<file path="src/rtl/proc_pkg.sv">
// ---------------------------------------------------------------------------
// proc_pkg
//  Shared definitions for the memory-access/writeback stage: opcode encodings
//  for the two memory op classes, the stage FSM state type and datapath widths.
//  Optional feature macro used by the stage: MEM_WB_FWD_EN (forwarding outputs).
// ---------------------------------------------------------------------------
package proc_pkg;

  localparam logic [3:0] OP_LOAD  = 4'hE;
  localparam logic [3:0] OP_STORE = 4'hF;

  localparam int DATA_W  = 8;
  localparam int RADDR_W = 3;
  localparam int MADDR_W = 4;

  typedef enum logic [1:0] {
    IDLE    = 2'd0,
    RD_WAIT = 2'd1,
    LD_WB   = 2'd2
  } mwb_state_t;

endpackage

</file>
<file path="src/rtl/mem_rd_timer.sv">
// ---------------------------------------------------------------------------
// mem_rd_timer
//  Loadable down-counter that times the data-memory read latency. Loading
//  puts DM_RD_LATENCY into the counter; it then counts down one per cycle
//  and sits at zero. o_done is high whenever the count is zero.
// Ports
//  clk     in  clock, rising edge
//  rst_n   in  asynchronous active-low reset
//  i_load  in  load the counter with DM_RD_LATENCY
//  o_done  out count has reached zero
// ---------------------------------------------------------------------------
module mem_rd_timer #(
  parameter int DM_RD_LATENCY = 2
) (
  input  logic clk,
  input  logic rst_n,
  input  logic i_load,
  output logic o_done
);

  localparam int CW = $clog2(DM_RD_LATENCY + 1);

  logic [CW-1:0] r_count;

  // Down-counter: load on request, otherwise decrement and hold at zero.
  always_ff @(posedge clk or negedge rst_n) begin
    if (!rst_n) begin
      r_count <= '0;
    end else if (i_load) begin
      r_count <= CW'(DM_RD_LATENCY);
    end else if (r_count != '0) begin
      r_count <= r_count - CW'(1);
    end else begin
      r_count <= r_count;
    end
  end

  assign o_done = (r_count == '0);

endmodule

</file>
<file path="src/rtl/mem_wb_stage.sv">
// ---------------------------------------------------------------------------
// mem_wb_stage
//  Memory-access/writeback stage downstream of the execution unit. Each
//  accepted op produces exactly one of: a data-memory store strobe, a
//  multi-cycle load followed by a register writeback, or an ALU writeback.
//  Loads stall upstream (in_ready low) until their writeback cycle.
//  Optional feature macro: MEM_WB_FWD_EN -- when defined, fwd_valid/fwd_reg/
//  fwd_data expose the pending or committing register write; otherwise they
//  are tied to zero.
// Ports
//  clk, reset (async active-low)
//  in_valid/in_ready handshake; opcode, result, write_enable, store_data,
//   mem_addr, dest_reg sampled on accept
//  dm_addr, dm_wdata, dm_we, dm_re out; dm_rdata in  (data memory)
//  rf_we, rf_waddr, rf_wdata                         (register file)
//  retire_count                                      (retired-op counter)
//  fwd_valid, fwd_reg, fwd_data                      (forwarding)
// ---------------------------------------------------------------------------
module mem_wb_stage
  import proc_pkg::*;
#(
  parameter int DM_RD_LATENCY = 2,
  parameter int CNT_W         = 16
) (
  input  logic                 clk,
  input  logic                 reset,
  input  logic                 in_valid,
  output logic                 in_ready,
  input  logic [3:0]           opcode,
  input  logic [DATA_W-1:0]    result,
  input  logic                 write_enable,
  input  logic [DATA_W-1:0]    store_data,
  input  logic [MADDR_W-1:0]   mem_addr,
  input  logic [RADDR_W-1:0]   dest_reg,
  output logic [MADDR_W-1:0]   dm_addr,
  output logic [DATA_W-1:0]    dm_wdata,
  output logic                 dm_we,
  output logic                 dm_re,
  input  logic [DATA_W-1:0]    dm_rdata,
  output logic                 rf_we,
  output logic [RADDR_W-1:0]   rf_waddr,
  output logic [DATA_W-1:0]    rf_wdata,
  output logic [CNT_W-1:0]     retire_count,
  output logic                 fwd_valid,
  output logic [RADDR_W-1:0]   fwd_reg,
  output logic [DATA_W-1:0]    fwd_data
);

  mwb_state_t           r_state;
  logic [RADDR_W-1:0]   r_dest;
  logic [MADDR_W-1:0]   r_dm_addr;
  logic [DATA_W-1:0]    r_dm_wdata;
  logic                 r_dm_we;
  logic                 r_dm_re;
  logic                 r_rf_we;
  logic [RADDR_W-1:0]   r_rf_waddr;
  logic [DATA_W-1:0]    r_rf_wdata;
  logic [CNT_W-1:0]     r_retire_count;

  logic                 w_accept;
  logic                 w_is_load;
  logic                 w_is_store;
  logic                 w_timer_done;
  logic [1:0]           w_retire_inc;

  // in_ready is forced low while reset is asserted even though the state is IDLE.
  assign in_ready   = reset & ((r_state == IDLE) | (r_state == LD_WB));
  assign w_accept   = in_valid & in_ready;
  assign w_is_load  = (opcode == OP_LOAD);
  assign w_is_store = (opcode == OP_STORE);

  // An LD_WB cycle retires the load; an ALU/STORE accepted in that same
  // cycle retires too, so up to two retirements can land in one cycle.
  assign w_retire_inc = {1'b0, (r_state == LD_WB)} +
                        {1'b0, (w_accept & ~w_is_load)};

  mem_rd_timer #(
    .DM_RD_LATENCY (DM_RD_LATENCY)
  ) u_rd_timer (
    .clk    (clk),
    .rst_n  (reset),
    .i_load (w_accept & w_is_load),
    .o_done (w_timer_done)
  );

  // Stage FSM with registered memory/register-file strobes and retire counter.
  always_ff @(posedge clk or negedge reset) begin
    if (!reset) begin
      r_state        <= IDLE;
      r_dest         <= '0;
      r_dm_addr      <= '0;
      r_dm_wdata     <= '0;
      r_dm_we        <= 1'b0;
      r_dm_re        <= 1'b0;
      r_rf_we        <= 1'b0;
      r_rf_waddr     <= '0;
      r_rf_wdata     <= '0;
      r_retire_count <= '0;
    end else begin
      // Strobes are single-cycle pulses unless re-asserted below.
      r_dm_we        <= 1'b0;
      r_dm_re        <= 1'b0;
      r_rf_we        <= 1'b0;
      r_retire_count <= r_retire_count + CNT_W'(w_retire_inc);
      case (r_state)
        IDLE, LD_WB: begin
          r_state <= IDLE;
          if (w_accept) begin
            if (w_is_load) begin
              r_dm_re   <= 1'b1;
              r_dm_addr <= mem_addr;
              r_dest    <= dest_reg;
              r_state   <= RD_WAIT;
            end else if (w_is_store) begin
              r_dm_we    <= 1'b1;
              r_dm_addr  <= mem_addr;
              r_dm_wdata <= store_data;
            end else begin
              r_rf_we <= write_enable;
              if (write_enable) begin
                r_rf_waddr <= dest_reg;
                r_rf_wdata <= result;
              end else begin
                r_rf_waddr <= r_rf_waddr;
              end
            end
          end else begin
            r_state <= IDLE;
          end
        end
        RD_WAIT: begin
          // Read data is valid in the cycle the timer hits zero.
          if (w_timer_done) begin
            r_state    <= LD_WB;
            r_rf_we    <= 1'b1;
            r_rf_waddr <= r_dest;
            r_rf_wdata <= dm_rdata;
          end else begin
            r_state <= RD_WAIT;
          end
        end
        default: begin
          r_state <= IDLE;
        end
      endcase
    end
  end

  assign dm_addr      = r_dm_addr;
  assign dm_wdata     = r_dm_wdata;
  assign dm_we        = r_dm_we;
  assign dm_re        = r_dm_re;
  assign rf_we        = r_rf_we;
  assign rf_waddr     = r_rf_waddr;
  assign rf_wdata     = r_rf_wdata;
  assign retire_count = r_retire_count;

`ifdef MEM_WB_FWD_EN
  // During RD_WAIT only the destination is meaningful; the decoder stalls on it.
  assign fwd_valid = (r_state == RD_WAIT) | (r_state == LD_WB) | r_rf_we;
  assign fwd_reg   = r_rf_we ? r_rf_waddr : r_dest;
  assign fwd_data  = r_rf_we ? r_rf_wdata : {DATA_W{1'b0}};
`else
  assign fwd_valid = 1'b0;
  assign fwd_reg   = {RADDR_W{1'b0}};
  assign fwd_data  = {DATA_W{1'b0}};
`endif

endmodule

</file>
<file path="config.mk">
export PLATFORM = sky130hd
export DESIGN_NAME = mem_wb_stage
export DESIGN_NICKNAME = d
export VERILOG_FILES = /design/src/rtl/proc_pkg.sv /design/src/rtl/mem_rd_timer.sv /design/src/rtl/mem_wb_stage.sv
export SDC_FILE = /design/constraint.sdc
export NUM_CORES = 1
export LEC_CHECK = 0
export CORE_ASPECT_RATIO = 1.75
export CORE_UTILIZATION = 48
export CTS_BUF_LIST = sky130_fd_sc_hd__clkbuf_4 sky130_fd_sc_hd__clkbuf_8
export CTS_CLUSTER_SIZE = 10
export DETAILED_ROUTE_END_ITERATION = 12
export PLACE_DENSITY = 0.95
export SLEW_MARGIN = 20
export SYNTH_ARGS = -nofsm -noshare
export SYNTH_HDL_FRONTEND = slang
export SYNTH_SLANG_ARGS = --single-unit
</file>
<file path="constraint.sdc">
create_clock -name clk -period 3 [get_ports clk]
set_input_delay 0.45 -clock clk [delete_from_list [all_inputs] [get_ports clk]]
set_output_delay 0.45 -clock clk [all_outputs]
set_load 0.01 [all_outputs]
</file>
==> key figures <==
Route
  – Vias per std cell: 4.84
  – Drt first pass iters: 4
  – Number of vias in the routed layout: 1540
  – DRC violation count after routing: 0
  – Count of routing violations after the opening detailed-route iteration: 18
  – Routed wire length per instance: 15.0 µm
  – Antenna violation net count after detailed routing: 0
  – Total Routed Length: 4.76 mm

Placement
  – Worst slack after detailed placement: 0.309 ns
  – Last weighted congestion value of the routability-driven placer: 0.680
  – Port Buffers: 81
  – Placed Instance Area: 3110 µm²
  – HPWL Detailed: 3.52 mm

Cells and area
  – Cell area after layout: 3230 µm²
  – Synth-to-Final Area Change: 39.6%
  – Number of nets in the finished design: 307
  – Layout cells sized above 1: 0.199
  – Final Util: 0.692
  – Antenna cells: 0
  – Fill cell instance count of the final layout: 357

Synth
  – Number of synthesis warnings: 0
  – Most frequently used flop master after synthesis: sky130_fd_sc_hd__dfrtp_1
  – Synthesized area per cell: 12.9 µm²
  – Gate count of the mapped netlist: 180
  – Synthesis-stage register bit count: 49
  – Post-Synthesis Cell Area: 2310 µm²
  – Register area share after synthesis: 0.530
  – Post-synthesis async set-or-reset flop share: 1.00
  – Post-synthesis cell type count: 35
  – Number of enable flip-flop cells after synthesis: 0

Power and ir drop
  – Areal power density over the cells: 706 nW/µm²
  – Comb power frac: 0.359
  – Relative contribution of sequential cells to total power: 0.423
  – Total net switching power: 0.000677 W
  – Leakage: 1.45 nW
  – Internal power contribution: 0.00160 W
  – Clock group share of total power: 0.218
  – Switch share: 0.297
  – Worst supply voltage drop on vdd: 0.000456 V

Worst setup path
  – R2R setup slack: 0.81 ns
  – Largest stage delay on the critical path: 0.52 ns
  – Worst-case reg-to-reg path depth: 9
  – Reg2Reg Capture Point: retire_count[12]$_DFF_PN0_
  – CP Buf/Inv Count: 2
  – Slowest CP cell: sky130_fd_sc_hd__clkdlybuf4s50_1
  – Path type of the worst setup path: primary input to flop
  – Reg-to-reg critical path startpoint: r_state[0]$_DFF_PN0_
  – Top fanout value on the critical path: 3
  – Category of the worst setup path capture point: flop
  – Top delay family on crit path: simple AND/OR/NAND/NOR gates
  – Data arrival time of the worst path: 2.55 ns
  – Worst path cell trace: clkdlybuf4s50_1 -> and3b_1 -> o21ai_0 -> fa_1 -> inv_1 -> ha_1 -> nand2_1 -> nor2_1 -> nand4_1 -> xnor2_1
  – Crit path launch type: primary input
  – Required time reported for the critical path endpoint: 3.19 ns

Global routing
  – Gr ovfl total: 0
  – Maximum number of pins on one net before global-route repair: 41
  – Vias in the first global route: 1554
  – Overall global routing resource usage: 0.205
  – First-pass GRT wire length: 7.42 mm
  – Antenna violations before repair: 0

Clock network
  – Num CTS Buffers: 5
  – Deepest level of the CTS H-tree: 2
  – Post-cts resize count: 0
  – Clk_lat worst skew: 0.30 ns
  – TritonCTS clock tree: yes
  – Quantity of hold-fixing buffers added after cts: 0
  – CTS Sinks: 49
  – Root buffer selected by CTS: sky130_fd_sc_hd__clkbuf_8
  – Buffers inserted by post-CTS timing repair: 0
  – Clock-pin slew of the registers on the worst-case setup and hold paths: 0.09 ns
  – Buffer depth of the longest clock path: 2

STA
  – Final Skew: 0.00493 ns
  – Count of pins over their slew limit: 0
  – Minimum clock period: 2.36 ns
  – RSZ-0062 raised after global routing: false
  – Sum of negative setup slack: 0 ns
  – Final count of hold timing violations: 0
  – Portion of the clock cycle consumed by the worst path in the final layout: 0.787
  – Number of endpoints failing setup at the final stage: 0
  – Worst relative slew slack: 0.526
  – Post-layout worst setup margin: 0.640 ns
  – Maximum achievable frequency: 424 MHz
  – Slew at the pin closest to its max-slew limit: 0.711 ns

Floorplanning
  – Initial Utilization: 0.496
  – Area enclosed by the die boundary: 5110 µm²
  – Die Ht: 93.8 µm
  – Die W: 54.5 µm
  – Standard cell core area: 4670 µm²
  – Number of top-level design ports: 94
  – Row cnt: 33

Worst hold path
  – Hold Crit Class: primary input to async pin

Flow run
  – Max-cap violation count: 0

Run status
  – Result of the run: finished, final reports clean
==> registers in the layout, summed over array words and instances, names as in the netlist <==
name	cells
rf_waddr	3
dm_we	1
r_dest	3
dm_wdata	8
rf_we	1
retire_count	16
u_rd_timer.r_count	2
dm_addr	4
r_state	2
dm_re	1
rf_wdata	8
==> worst max-delay path by stage <==
| stage | from | end | slack [ns] | depth (start not counted) |
|---|---|---|---|---|
| finish | in_valid | retire_count[12]$_DFF_PN0_ | 0.64 | 10 |
| global placement | in_valid | retire_count[12]$_DFF_PN0_ | 0.40 | 10 |
| detailed placement | in_valid | retire_count[12]$_DFF_PN0_ | 0.31 | 10 |
| global route | in_valid | retire_count[12]$_DFF_PN0_ | 0.52 | 10 |
| CTS | in_valid | retire_count[12]$_DFF_PN0_ | 0.64 | 10 |
| floorplan | opcode[3] | retire_count[12]$_DFF_PN0_ | 1.04 | 9 |
==> worst reg2reg max path, delay by kind of cell (launching register included) <==
kind,cells,cell delay (ns)
compound gates,1,0.13
xor+xnor,1,0.15
fa+ha+maj,2,0.59
buf+inv,1,0.07
flops,1,0.44
simple gates,4,0.70
==> cells by family (layout without fill, tap and decap cells) <==
kind of cell    Yosys count  count (layout)  synth area share
flops                    49              49             0.530
simple gates             45              45             0.130
mux                      27              27             0.138
buf+inv                  25             100            0.0714
compound gates           15              15            0.0530
xor+xnor                 15              15            0.0568
fa+ha+maj                 3               3            0.0195
other cells               1              12           0.00162
==> power groups by stage <==
| stage | Clock (W) | Sequential (W) | Combinational, W |
|---|---|---|---|
| 2_1_floorplan | 0 | 0.00104 | 0.000348 |
| 3_5_place_dp | 0 | 0.000979 | 0.000827 |
| 4_1_cts | 0.000509 | 0.000966 | 0.000832 |
| 6_report | 0.000497 | 0.000965 | 0.000818 |
| 5_1_grt | 0.000537 | 0.000992 | 0.000897 |
| 3_3_place_gp | 0 | 0.000967 | 0.000803 |
==> cell usage after synthesis (2+ instances only) <==
master,n,share of area
sky130_fd_sc_hd__buf_4,13,0.042
sky130_fd_sc_hd__ha_1,2,0.011
sky130_fd_sc_hd__dfrtp_1,49,0.53
sky130_fd_sc_hd__xor2_1,4,0.015
sky130_fd_sc_hd__a21oi_2,11,0.042
sky130_fd_sc_hd__nand3_1,7,0.015
sky130_fd_sc_hd__nand2_1,4,0.0065
sky130_fd_sc_hd__mux2_4,8,0.052
sky130_fd_sc_hd__mux2_2,7,0.034
sky130_fd_sc_hd__mux2i_1,12,0.052
sky130_fd_sc_hd__nor2_1,9,0.015
sky130_fd_sc_hd__buf_6,3,0.015
sky130_fd_sc_hd__inv_1,9,0.015
sky130_fd_sc_hd__and2b_1,2,0.0065
sky130_fd_sc_hd__xnor2_1,11,0.042
sky130_fd_sc_hd__nand4_1,3,0.0081
sky130_fd_sc_hd__a21oi_1,2,0.0043
sky130_fd_sc_hd__nor2_2,7,0.019
==> layout make-up <==
class / count / area [µm²] / share of cell area
sequential: 49 / 1230 / 0.380
multi-input combinational: 117 / 963 / 0.298
timing repair buffer: 83 / 821 / 0.254
clock buffer: 7 / 90.1 / 0.0279
tap: 52 / 65.1 / 0.0201
inverter: 9 / 33.8 / 0.0105
clock inverter: 1 / 30.0 / 0.00930
==> cells in the final DEF, fill, tap and decap left out, drive strengths merged, types with 2 or more instances in the layout <==
cell type,instances
a21oi,13
nand2,5
clkdlybuf4s50,80
dfrtp,49
buf,3
conb,12
nand3,8
clkbuf,7
xor2,4
xnor2,11
and2b,2
nand3b,2
nor3,3
mux2i,12
mux2,15
ha,2
nor2,18
inv,9
nand4,3
==> routing by layer <==
layer  wire length, µm  GRT usage
met1              1750      0.229
met2              2700      0.358
met3               189     0.0388
met4               121     0.0876
met5                 0          0
==> through the flow <==
step | total power (W) | cells | hold slack, ns
2_1_floorplan | 0.00138 | 191 | 0.154
3_3_place_gp | 0.00177 | 310 | 0.336
3_5_place_dp | 0.00181 | 310 | 0.343
4_1_cts | 0.00231 | 318 | 0.0135
5_1_grt | 0.00243 | 318 | 0.0162
6_report | 0.00228 | 318 | 0.0114
Note: power is estimated with default switching activity, not from simulation.
